===== config.mk =====
export PLATFORM = sky130hd
export DESIGN_NAME = pipe_stage_reg
export DESIGN_NICKNAME = d
export VERILOG_FILES = /design/src/rtl/pipe_stage_reg.sv
export SDC_FILE = /design/constraint.sdc
export NUM_CORES = 1
export LEC_CHECK = 0
export ABC_AREA = 0
export CAP_MARGIN = 20
export CORE_UTILIZATION = 45
export DETAILED_ROUTE_END_ITERATION = 6
export HOLD_SLACK_MARGIN = 0.05
export PLACE_DENSITY = 0.82
export SLEW_MARGIN = 30
export SYNTH_ARGS = -nofsm -noshare
export SYNTH_HDL_FRONTEND = slang
export SYNTH_SLANG_ARGS = --single-unit

===== constraint.sdc =====
create_clock -name CLK -period 1.9 [get_ports CLK]
set_input_delay 0.475 -clock CLK [delete_from_list [all_inputs] [get_ports CLK]]
set_output_delay 0.475 -clock CLK [all_outputs]
set_load 0.1 [all_outputs]

===== src/rtl/pipe_stage_reg.sv =====
// Elastic pipeline-stage register with valid/ready handshake, flush and occupancy.
// SKID=1 gives a two-entry skid buffer with registered In_ready; SKID=0 a single entry.
module pipe_stage_reg #(
    parameter int unsigned      WIDTH     = 8,
    parameter logic [WIDTH-1:0] RESET_VAL = '0,
    parameter bit               SKID      = 1'b1
) (
    input  logic             CLK,
    input  logic             RST_N,
    input  logic             In_valid,
    output logic             In_ready,
    input  logic [WIDTH-1:0] In_data,
    output logic             Out_valid,
    input  logic             Out_ready,
    output logic [WIDTH-1:0] Out_data,
    input  logic             Flush,
    output logic [1:0]       Count
);

    logic w_in_fire;
    logic w_out_fire;

    assign w_in_fire  = In_valid & In_ready;
    assign w_out_fire = Out_valid & Out_ready;

    generate
        if (SKID) begin : g_skid
            // State encoding doubles as the occupancy count.
            localparam logic [1:0] S_EMPTY = 2'd0;
            localparam logic [1:0] S_FULL  = 2'd1;
            localparam logic [1:0] S_BOTH  = 2'd2;

            logic [1:0]       r_state;
            logic [1:0]       w_state_nxt;
            logic [WIDTH-1:0] r_main;
            logic [WIDTH-1:0] r_skid;
            logic             r_in_ready;
            logic             w_ld_main_in;
            logic             w_ld_main_skid;
            logic             w_ld_skid;

            always_comb begin
                w_state_nxt    = r_state;
                w_ld_main_in   = 1'b0;
                w_ld_main_skid = 1'b0;
                w_ld_skid      = 1'b0;
                case (r_state)
                    S_EMPTY: begin
                        if (w_in_fire) begin
                            w_state_nxt  = S_FULL;
                            w_ld_main_in = 1'b1;
                        end
                    end
                    S_FULL: begin
                        if (w_in_fire && w_out_fire) begin
                            w_ld_main_in = 1'b1;
                        end else if (w_in_fire) begin
                            w_state_nxt = S_BOTH;
                            w_ld_skid   = 1'b1;
                        end else if (w_out_fire) begin
                            w_state_nxt = S_EMPTY;
                        end
                    end
                    S_BOTH: begin
                        if (w_out_fire) begin
                            w_state_nxt    = S_FULL;
                            w_ld_main_skid = 1'b1;
                        end
                    end
                    default: w_state_nxt = S_EMPTY;
                endcase
                // Squash wins over everything; data registers keep their contents.
                if (Flush) begin
                    w_state_nxt    = S_EMPTY;
                    w_ld_main_in   = 1'b0;
                    w_ld_main_skid = 1'b0;
                    w_ld_skid      = 1'b0;
                end
            end

            always_ff @(posedge CLK or negedge RST_N) begin
                if (!RST_N) begin
                    r_state    <= S_EMPTY;
                    r_in_ready <= 1'b1;
                end else begin
                    r_state    <= w_state_nxt;
                    r_in_ready <= (w_state_nxt != S_BOTH);
                end
            end

            always_ff @(posedge CLK or negedge RST_N) begin
                if (!RST_N) begin
                    r_main <= RESET_VAL;
                    r_skid <= RESET_VAL;
                end else begin
                    if (w_ld_main_in) begin
                        r_main <= In_data;
                    end else if (w_ld_main_skid) begin
                        r_main <= r_skid;
                    end
                    if (w_ld_skid) begin
                        r_skid <= In_data;
                    end
                end
            end

            assign In_ready  = r_in_ready;
            assign Out_valid = (r_state != S_EMPTY);
            assign Out_data  = r_main;
            assign Count     = r_state;
        end else begin : g_noskid
            logic [WIDTH-1:0] r_main;
            logic             r_valid;

            always_ff @(posedge CLK or negedge RST_N) begin
                if (!RST_N) begin
                    r_valid <= 1'b0;
                end else if (Flush) begin
                    r_valid <= 1'b0;
                end else if (w_in_fire) begin
                    r_valid <= 1'b1;
                end else if (w_out_fire) begin
                    r_valid <= 1'b0;
                end
            end

            always_ff @(posedge CLK or negedge RST_N) begin
                if (!RST_N) begin
                    r_main <= RESET_VAL;
                end else if (w_in_fire && !Flush) begin
                    r_main <= In_data;
                end
            end

            assign In_ready  = ~r_valid | Out_ready;
            assign Out_valid = r_valid;
            assign Out_data  = r_main;
            assign Count     = {1'b0, r_valid};
        end
    endgenerate

endmodule


==> impl_metrics.csv <==
group,metric,value,unit
power_and_ir_drop,clock_power_share,15.0,%
floorplan,fp.dieW,45.0,µm
logic_synthesis,post_syn_area,831,µm²
worst_setup_path,worstReg2RegStart,"In_ready",
global_route,grt_first_pass_wirelength,2650,µm
clock_network,cts_hold_repair.buffers,0,
timing,fmaxAchievable,569,MHz
power_and_ir_drop,p_int,0.000809,W
floorplan,fp-row-count,15,
clock_network,cts.sink_count,19,
final_layout,fin_util,75.4,%
worst_setup_path,worst-r2r-setup-slack,0.43,ns
routing,vias,633,
timing,final_hold_viol_count,0,
routing,detail_route.wl_per_cell,14.3,µm
worst_setup_path,crit_fanout,7,
worst_setup_path,regToRegEndpoint,"Out_data[3]",
run,cap_viol_max_count,0,
floorplan,die_area,2020,µm²
worst_setup_path,end_kind,"output port",
floorplan,initial_utilization,48.1,%
clock_network,cts_made_buffers,3,
floorplan,die_height,45.0,µm
worst_setup_path,start_kind,"flip-flop",
place,port_buffers,24,
timing,layout_setup_ws,0.143,ns
logic_synthesis,netlist.area_leader.share,54.2,%
power_and_ir_drop,static-leakage-power,0.577,nW
logic_synthesis,synth.area.top_cells,"sky130_fd_sc_hd__dfrtp_1 (54%), sky130_fd_sc_hd__mux2_2 (11%), sky130_fd_sc_hd__a221o_1 (9.6%)",
timing,clock_skew,0.00876,ns
timing,period_needed,1.76,ns
logic_synthesis,ys_async_sr_fraction,100,%
final_layout,finalNetCount,110,
worst_setup_path,cp_cell_sequence,"or2_2 -> buf_12",
worst_setup_path,setup.worst_path.class,"flip-flop to output port",
logic_synthesis,yosys.area.top_type,"sky130_fd_sc_hd__dfrtp_1",
final_layout,flow.area_growth_from_synthesis,56.6,%
routing,drt_first_iter_violations,18,
power_and_ir_drop,comb_power_share,43.6,%
worst_setup_path,timing.reg2reg.worst_path_depth,4,
final_layout,drive_gt1_share,42.7,%
place,place.detailed.hpwl,1300,µm
clock_network,clock_tree.buffer_depth,2,
clock_network,cts_resized,0,
worst_setup_path,cp_slowest_cell,"sky130_fd_sc_hd__dfrtp_2",
clock_network,cts_htree_levels,1,
logic_synthesis,synth.avg_cell_area,13.6,µm²
worst_setup_path,timing.critical_path.arrival,1.28,ns
power_and_ir_drop,switching_share_of_power,39.6,%
global_route,antenna_found_initial,0,
place,place_inst,117,
routing,post-route-drc-count,0,
global_route,globalRoute.totalOverflow,0,
clock_network,tritoncts,"built",
timing,timing.final.max_slew_violations,0,
timing,worst_slew_pin_slew,0.288,ns
clock_network,post-cts-setup-buffers,0,
timing,slew-limit-headroom,80.6,%
final_layout,fin_cells,121,
routing,drt-pass1-iter-count,4,
logic_synthesis,ys_types,22,
timing,rsz0062_at_grt,"no",
routing,antenna_left,0,
logic_synthesis,post_synth_inst_count,61,
place,gpl.final_weighted_congestion,0.777,
floorplan,io_pins,25,
final_layout,mostFrequentLayoutCell,"sky130_fd_sc_hd__dfrtp_1",
clock_network,cts_root_buffer,"sky130_fd_sc_hd__clkbuf_4",
global_route,grt_max_degree,20,
power_and_ir_drop,worst_ir_drop_vdd,0.000980,V
clock_network,worst_setup_hold_path_clk_slew,0.11,ns
routing,drt_wl_total,1730,µm
place,pre_cts_ws,-0.0417,ns
floorplan,standard_cell_core_area,1730,µm²
final_layout,num_antenna_cells,0,
timing,fin_crit_sh,92.5,%
worst_setup_path,critPathRequiredTime,1.42,ns
run_status,status,"finished clean",
logic_synthesis,yosys_most_used_dff,"sky130_fd_sc_hd__dfrtp_1",
final_layout,most-common-layout-cells,"sky130_fd_sc_hd__dfrtp_1 (16), sky130_fd_sc_hd__clkdlybuf4s50_1 (12), sky130_fd_sc_hd__buf_12 (12)",
clock_network,worst_skew_pair.late_latency,0.30,ns
timing,number_of_endpoints_failing_setup_at_the_final_stage,0,
logic_synthesis,count_of_flip_flops_with_a_built_in_enable_after_synthesis,0,
hold_path,min-delay-path-class,"primary input to async pin",
global_route,grt_pass1_vias,605,
logic_synthesis,fraction_of_the_yosys_area_taken_by_sequential_cells,57.4,%
worst_setup_path,timing.critical_path.slowest_cell_delay,0.47,ns
logic_synthesis,number_of_flip_flops_and_latches_in_the_synthesized_netlist,19,
power_and_ir_drop,pwr_density_cell,1030,nW/µm²
power_and_ir_drop,p_switching,0.000530,W
global_route,global_routing_usage_summed_across_all_routing_layers,18.6,%
routing,number_of_vias_per_cell_after_detailed_routing,5.23,
power_and_ir_drop,power_frac_seq,41.4,%
logic_synthesis,mappedNetlistNets,74,
logic_synthesis,synth_warnings,0,
-- power by group through the flow --
stage	logic, W	registers [W]	clock network [W]
CTS	0.000587	0.000554	0.000207
global placement	0.000576	0.000557	0
floorplan	0.000116	0.000779	0
detailed placement	0.000586	0.000561	0
global route	0.000601	0.000563	0.000229
finish	0.000584	0.000554	0.000201
-- cells in the mapped netlist, types with 2 or more instances --
| cell | n |
|---|---|
| sky130_fd_sc_hd__dfrtp_1 | 18 |
| sky130_fd_sc_hd__a221o_1 | 8 |
| sky130_fd_sc_hd__and2_1 | 8 |
| sky130_fd_sc_hd__mux2_2 | 8 |
| sky130_fd_sc_hd__o21ai_0 | 2 |
-- flip-flops by register name, summed over array words and instances, names as in the netlist --
name,flops
Out_data,8
g_skid.r_skid,8
Count,2
In_ready,1
-- worst max path at each step --
stage | start | endpoint | depth (start not counted)
final | Count[1] | Out_valid | 2
after global routing | Count[1] | Out_valid | 2
after CTS | Count[1] | Out_valid | 2
after detailed placement | Flush | g_skid.r_skid[2] | 4
after global placement | Flush | g_skid.r_skid[4] | 4
after floorplan | In_ready | g_skid.r_skid[0] | 3
-- critical path: cells and delay by family (launching register included) --
family / cells / cell delay (ns)
buffers and inverters: 1 / 0.17
and+or+nand+nor: 1 / 0.34
DFF: 1 / 0.47
-- stage by stage --
| stage | power (W) | area, µm² | TNS, ns | hold WS [ns] |
|---|---|---|---|---|
| final | 0.00134 | 1300 | 0 | 0.495 |
| after global placement | 0.00113 | 1270 | -0.181 | 0.479 |
| after global routing | 0.00139 | 1300 | 0 | 0.507 |
| after CTS | 0.00135 | 1300 | 0 | 0.500 |
| after floorplan | 0.000895 | 833 | 0 | 0.179 |
| after detailed placement | 0.00115 | 1270 | -0.500 | 0.489 |
-- routing by layer --
| layer | global-route usage [%] | vias to the layer above | routed length (µm) |
|---|---|---|---|
| met1 | 23.4 | 305 | 788 |
| li1 | - | 300 | - |
| met3 | 5.60 | 4 | 78 |
| met2 | 29.9 | 24 | 833 |
| met4 | 7.88 | 0 | 29 |
| met5 | 0 | - | 0 |
-- logic make-up (layout without fill, tap and decap cells) --
logic type             Yosys count  in the layout  share of synthesized area [%]
AOI/OAI and AO/OA               13             13                           13.7
DFF                             19             19                           57.4
muxes                            8              8                           10.8
and+or+nand+nor                 19             19                           16.3
buffers and inverters            2             37                           1.81
-- layout make-up --
class	count	area, µm²
inverters	1	3.75
fillers	121	425
well taps	25	31.3
flip-flops and latches	19	479
clock inverters	1	5.00
clock buffers	3	22.5
repair buffers	32	420
multi-input cells	40	339
(Power assumes the default switching activity.)
